--- config.mk ---
export PLATFORM = sky130hd
export DESIGN_NAME = icache_direct
export DESIGN_NICKNAME = d
export VERILOG_FILES = /design/src/rtl/diaosi_types_pkg.sv /design/src/rtl/icache_frame_array.sv /design/src/rtl/icache_direct.sv
export SDC_FILE = /design/constraint.sdc
export NUM_CORES = 1
export LEC_CHECK = 0
export ABC_AREA = 0
export CAP_MARGIN = 10
export CORE_ASPECT_RATIO = 1.4
export CORE_MARGIN = 8
export CORE_UTILIZATION = 56
export CTS_CLUSTER_SIZE = 20
export DETAILED_ROUTE_END_ITERATION = 8
export PLACE_DENSITY = 0.72
export SKIP_CTS_REPAIR_TIMING = 1
export SYNTH_ARGS = -nofsm -noshare
export SYNTH_HDL_FRONTEND = slang
export SYNTH_SLANG_ARGS = --single-unit
--- constraint.sdc ---
create_clock -name CLK -period 17 [get_ports CLK]
set_input_delay 4.25 -clock CLK [delete_from_list [all_inputs] [get_ports CLK]]
set_output_delay 4.25 -clock CLK [all_outputs]
set_load 0.02 [all_outputs]
--- src/rtl/diaosi_types_pkg.sv ---
// Shared types and constants for the direct-mapped instruction cache.
package diaosi_types_pkg;

   localparam int unsigned ICACHE_SETS  = 16;
   localparam int unsigned ICACHE_IDX_W = $clog2(ICACHE_SETS);
   localparam int unsigned ICACHE_TAG_W = 30 - ICACHE_IDX_W;

   typedef enum logic {
      IDLE = 1'b0,
      FILL = 1'b1
   } icache_state_t;

   typedef struct packed {
      logic                    valid;
      logic [ICACHE_TAG_W-1:0] tag;
      logic [31:0]             data;
   } icache_frame_t;

endpackage

--- src/rtl/icache_frame_array.sv ---
// Frame storage for the instruction cache: combinational read, synchronous
// write, synchronous clear-all of the valid bits.
module icache_frame_array
   import diaosi_types_pkg::*;
#(
   parameter int unsigned SETS  = ICACHE_SETS,
   parameter int unsigned IDX_W = $clog2(SETS),
   parameter int unsigned TAG_W = 30 - IDX_W
) (
   input  logic             clk,
   input  logic             clear,
   input  logic [IDX_W-1:0] rd_idx,
   output logic             rd_valid,
   output logic [TAG_W-1:0] rd_tag,
   output logic [31:0]      rd_data,
   input  logic             wr_en,
   input  logic [IDX_W-1:0] wr_idx,
   input  logic [TAG_W-1:0] wr_tag,
   input  logic [31:0]      wr_data
);

   logic [SETS-1:0]  valid_q;
   logic [TAG_W-1:0] tag_q  [SETS];
   logic [31:0]      data_q [SETS];

   // Only the valid bits need clearing; tag/data are ignored while invalid.
   always_ff @(posedge clk) begin
      if (clear) begin
         valid_q <= '0;
      end else if (wr_en) begin
         valid_q[wr_idx] <= 1'b1;
      end
   end

   always_ff @(posedge clk) begin
      if (wr_en) begin
         tag_q[wr_idx]  <= wr_tag;
         data_q[wr_idx] <= wr_data;
      end
   end

   assign rd_valid = valid_q[rd_idx];
   assign rd_tag   = tag_q[rd_idx];
   assign rd_data  = data_q[rd_idx];

endmodule

--- src/rtl/icache_direct.sv ---
// Direct-mapped instruction cache with a same-cycle hit path and a one-word
// fill FSM. Define ICACHE_STATS_EN to add saturating hit/miss counters.
module icache_direct
   import diaosi_types_pkg::*;
#(
   parameter int unsigned SETS = ICACHE_SETS
) (
   input  logic        CLK,
   input  logic        RST,
   input  logic        imemREN,
   input  logic [31:0] imemaddr,
   input  logic        flush,
   output logic        ihit,
   output logic [31:0] imemload,
   output logic        iREN,
   output logic [31:0] iaddr,
   input  logic        iwait,
   input  logic [31:0] iload
`ifdef ICACHE_STATS_EN
   ,
   output logic [31:0] hit_count,
   output logic [31:0] miss_count
`endif
);

   localparam int unsigned IDX_W = $clog2(SETS);
   localparam int unsigned TAG_W = 30 - IDX_W;

   icache_state_t    state;
   logic [TAG_W-1:0] lat_tag;
   logic [IDX_W-1:0] lat_idx;

   logic [IDX_W-1:0] cur_idx;
   logic [TAG_W-1:0] cur_tag;
   logic             rd_valid;
   logic [TAG_W-1:0] rd_tag;
   logic [31:0]      rd_data;
   logic             lookup_hit;
   logic             start_fill;
   logic             fill_abort;
   logic             fill_write;
   logic             unused_addr_bits;

   assign cur_idx          = imemaddr[2+IDX_W-1:2];
   assign cur_tag          = imemaddr[31:2+IDX_W];
   assign unused_addr_bits = ^imemaddr[1:0];

   icache_frame_array #(
      .SETS  (SETS),
      .IDX_W (IDX_W),
      .TAG_W (TAG_W)
   ) u_frames (
      .clk      (CLK),
      .clear    (RST | flush),
      .rd_idx   (cur_idx),
      .rd_valid (rd_valid),
      .rd_tag   (rd_tag),
      .rd_data  (rd_data),
      .wr_en    (fill_write),
      .wr_idx   (lat_idx),
      .wr_tag   (lat_tag),
      .wr_data  (iload)
   );

   assign lookup_hit = rd_valid && (rd_tag == cur_tag);

   // Hit path and fill decisions; a fill write only happens in FILL, where ihit is 0.
   always_comb begin
      ihit       = 1'b0;
      iREN       = 1'b0;
      start_fill = 1'b0;
      fill_abort = 1'b0;
      fill_write = 1'b0;
      case (state)
         IDLE: begin
            ihit       = imemREN & ~flush & lookup_hit;
            start_fill = imemREN & ~flush & ~lookup_hit;
         end
         FILL: begin
            iREN       = 1'b1;
            fill_abort = flush | ~imemREN | ({cur_tag, cur_idx} != {lat_tag, lat_idx});
            fill_write = ~RST & ~fill_abort & ~iwait;
         end
         default: ;
      endcase
   end

   assign imemload = rd_data;
   assign iaddr    = {lat_tag, lat_idx, 2'b00};

   always_ff @(posedge CLK) begin
      if (RST) begin
         state   <= IDLE;
         lat_tag <= '0;
         lat_idx <= '0;
      end else if (flush) begin
         state <= IDLE;
      end else begin
         case (state)
            IDLE: begin
               if (start_fill) begin
                  lat_tag <= cur_tag;
                  lat_idx <= cur_idx;
                  state   <= FILL;
               end
            end
            FILL: begin
               if (fill_abort || fill_write) begin
                  state <= IDLE;
               end
            end
            default: state <= IDLE;
         endcase
      end
   end

`ifdef ICACHE_STATS_EN
   always_ff @(posedge CLK) begin
      if (RST) begin
         hit_count  <= '0;
         miss_count <= '0;
      end else begin
         if (ihit && (hit_count != '1)) begin
            hit_count <= hit_count + 32'(1);
         end
         if (start_fill && (miss_count != '1)) begin
            miss_count <= miss_count + 32'(1);
         end
      end
   end
`endif

endmodule

==> flow_summary.yaml <==
pwr:
  power.total_mw: 4.90
  intPower_mw: 3.88
  switchingPower_mw: 1.02
  p_per_area_mw_per_mm2: 113
  ir_worst_vdd_v: 0.000117
  p_leak_nw: 13.5
  comb_power_share_pct: 5.2
  clockPowerShare_pct: 40.7
  pwr-share-seq_pct: 54.1
  swShare_pct: 20.8
sta:
  final-hold-violation-count: 0
  worst_slack_ps: 3810
  whs_ps: 464
  min_period_ps: 13190
  finalCritPeriodShare_pct: 77.6
  fmax_ghz: 0.0758
  slew_headroom_pct: 28.0
  rsz0062_at_grt: "false"
  slew_violations: 0
  fin_setup_tns_ps: 0
  tightest_slew_ps: 1080
  skew_ps: 18.7
  finalSetupViolations: 0
route:
  num_vias: 18300
  antenna_left: 0
  dr.first_iter.drc_count: 1883
  drc: 0
  routed_wl_um: 86100
  via_per_inst: 6.37
  first_pass_iters: 7
  wl_per_cell_um: 30.0
logic_synthesis:
  synth_top_area_share_pct: 73.0
  synth.distinct_cells: 59
  netlist_area_mm2: 0.0382
  async_reset_ff_share_pct: 0
  ys_seq_area_share_pct: 75.5
  synth_edf_count: 928
  synth_area_leaders: "edfxtp_1 (73%), mux4_2 (14%), mux2i_1 (2.7%)"
  yosysTopAreaCell: "edfxtp_1"
  synth_flop_cell: "edfxtp_1"
  syn_area_per_cell_um2: 21.7
  syn_inst: 1762
  synth-seq-cells: 975
  ys_warn_count: 0
global_route:
  grt_overflow: 0
  antenna_found_initial: 5
  gr-usage-all-layers_pct: 22.3
  grt_pass1_vias: 19300
  grt_pass1_wl_um: 126000
  grt_max_degree: 137
clock_network:
  cts-buffers-inserted: 90
  cts_sinks: 975
  clock_path_buffers: 3
  clkTransAtPathRegs_ps: 60
  htree_levels: 3
  root_buffer: "clkbuf_16"
  cts_tree: "built"
  worstSkewPairLatency_ps: 640
place:
  gp_congestion: 0.786
  pre_cts_slack_ps: 3810
  io_buffers: 130
  hpwl_um: 45200
floorplan:
  dieArea_mm2: 0.0769
  rows: 113
  ios: 135
  start_util_pct: 56.4
  coreArea_mm2: 0.0677
  chipWidth_um: 237
  die_h_um: 325
hold_path:
  hold_depth: 1
  hp-class: "register to register"
  hold_path_end: "u_frames.valid_q[5]"
  min_from: "u_frames.valid_q[5]"
critical_path:
  r2r_slack_ps: 12130
  setup.worst_path.class: "input port to output port"
  cp.arrival_ps: 8940
  reg2reg_from: "lat_tag[23]"
  endpoint_kind: "output port"
  cp_max_fo: 90
  reg2reg_to: "u_frames.tag_q[15][16]"
  reg2reg_depth: 8
  critPathMaxStageDelay_ps: 910
  required_ps: 12750
  critPathLaunchType: "input port"
  crit_buf_inv: 4
  worstPathCellList: "buf_8 -> buf_12 -> clkinv_1 -> mux2i_1 -> a21oi_1 -> o2bb2ai_1 -> nor3_1 -> o211ai_1 -> nor4_4 -> nor3b_1 -> clkdlybuf4s50_1"
  critical_path.top_delay_family: "buffers and inverters"
  slowest_stage: "clkinv_1"
cells_and_area:
  nets: 1996
  fillers: 4459
  drive_gt1_share_pct: 22.3
  utilization_pct: 64.0
  area_growth_pct: 13.6
flow_run:
  maxCapViolations: 0
run_status:
  outcome: "finished, final reports clean"
## cell usage in the layout, fill, tap and decap left out, types with 12 or more instances in the layout
cell type	count
dfxtp_1	47
xnor2_1	26
a22oi_1	13
buf_4	35
nor2_4	12
edfxtp_1	928
nor2_1	15
mux2i_1	102
mux4_2	237
nand2_1	18
clkinv_1	21
clkinv_2	17
nand2b_1	67
xor2_1	41
o21a_1	17
clkdlybuf4s50_1	125
clkbuf_16	93
clkbuf_1	12
a21oi_1	12
## per-layer routing
layer	global-route usage (%)	vias up	part of all wire, %
met4	8.29	2	3.2
met1	29.6	9679	39
met5	0	-	0.020
met3	3.67	150	7.0
met2	37.3	778	50
li1	-	7660	-
## through the flow
step / instance area (um2) / instances
2_1_floorplan: 38200 / 1763
3_3_place_gp: 40400 / 2697
3_5_place_dp: 40400 / 2697
4_1_cts: 43300 / 2863
5_1_grt: 43300 / 2864
6_report: 43300 / 2867
## logic make-up (layout without fill, tap and decap cells)
family                 count (synthesis)  in the layout  synth area share, %
other                                  1              6              0.00983
multiplexers                         349            349                 17.0
flip-flops                           975            975                 75.5
XOR/XNOR                              67             67                 1.54
AO/OA/AOI/OAI                         94             94                 1.85
buffers and inverters                100            338                 1.52
AND/OR/NAND/NOR                      176            176                 2.64
## sequential cells by signal (all words and copies together) (netlist names)
signal / flops
u_frames.tag_q: 416
lat_idx: 4
u_frames.data_q: 512
state: 1
lat_tag: 26
u_frames.valid_q: 16
## how the worst max path moves through the flow
stage	startpoint	end	slack, ps	cells past startpoint
floorplan	imemaddr[2]	ihit	6010	10
global placement	imemaddr[2]	ihit	3810	11
detailed placement	imemaddr[2]	ihit	3810	11
CTS	imemaddr[2]	ihit	3770	11
global route	imemaddr[2]	ihit	3500	11
finish	imemaddr[2]	ihit	3810	11
## power groups by stage
stage | logic [mW] | clock network [mW] | registers, mW
global placement | 0.253 | 0 | 2.70
global route | 0.271 | 2.11 | 2.65
finish | 0.254 | 1.99 | 2.65
detailed placement | 0.257 | 0 | 2.70
floorplan | 0.155 | 0 | 2.70
CTS | 0.259 | 2.03 | 2.65
## cell type report
cell class / instances / area (um2) / share of cell area (%)
timing repair buffer: 166 / 1600 / 3.69
clock inverter: 56 / 488 / 1.13
multi-input combinational: 688 / 8890 / 20.5
tap: 862 / 1080 / 2.49
inverter: 6 / 22.5 / 0.0520
clock buffer: 110 / 2440 / 5.63
sequential: 975 / 28800 / 66.5
antenna: 4 / 10.0 / 0.0231
## cell usage after synthesis, drive strengths merged (2+ instances only)
library cell,count
o211ai,4
mux2,10
dfxtp,47
xor2,41
mux2i,102
xnor2,26
edfxtp,928
and2,2
o2111ai,3
nor4,9
o31ai,2
a221o,3
nor2b,10
mux4,237
a22o,4
nand3,10
nand4,9
inv,5
o221ai,2
nand2,18
and3,3
a31oi,2
o21a,17
o22ai,4
a22oi,13
nand2b,67
a221oi,11
nor2,27
nor3,13
a21oi,12
or2,2
buf,54
clkbuf,40
o21ai,11
No activity file was read; power rests on OpenSTA's default activity.
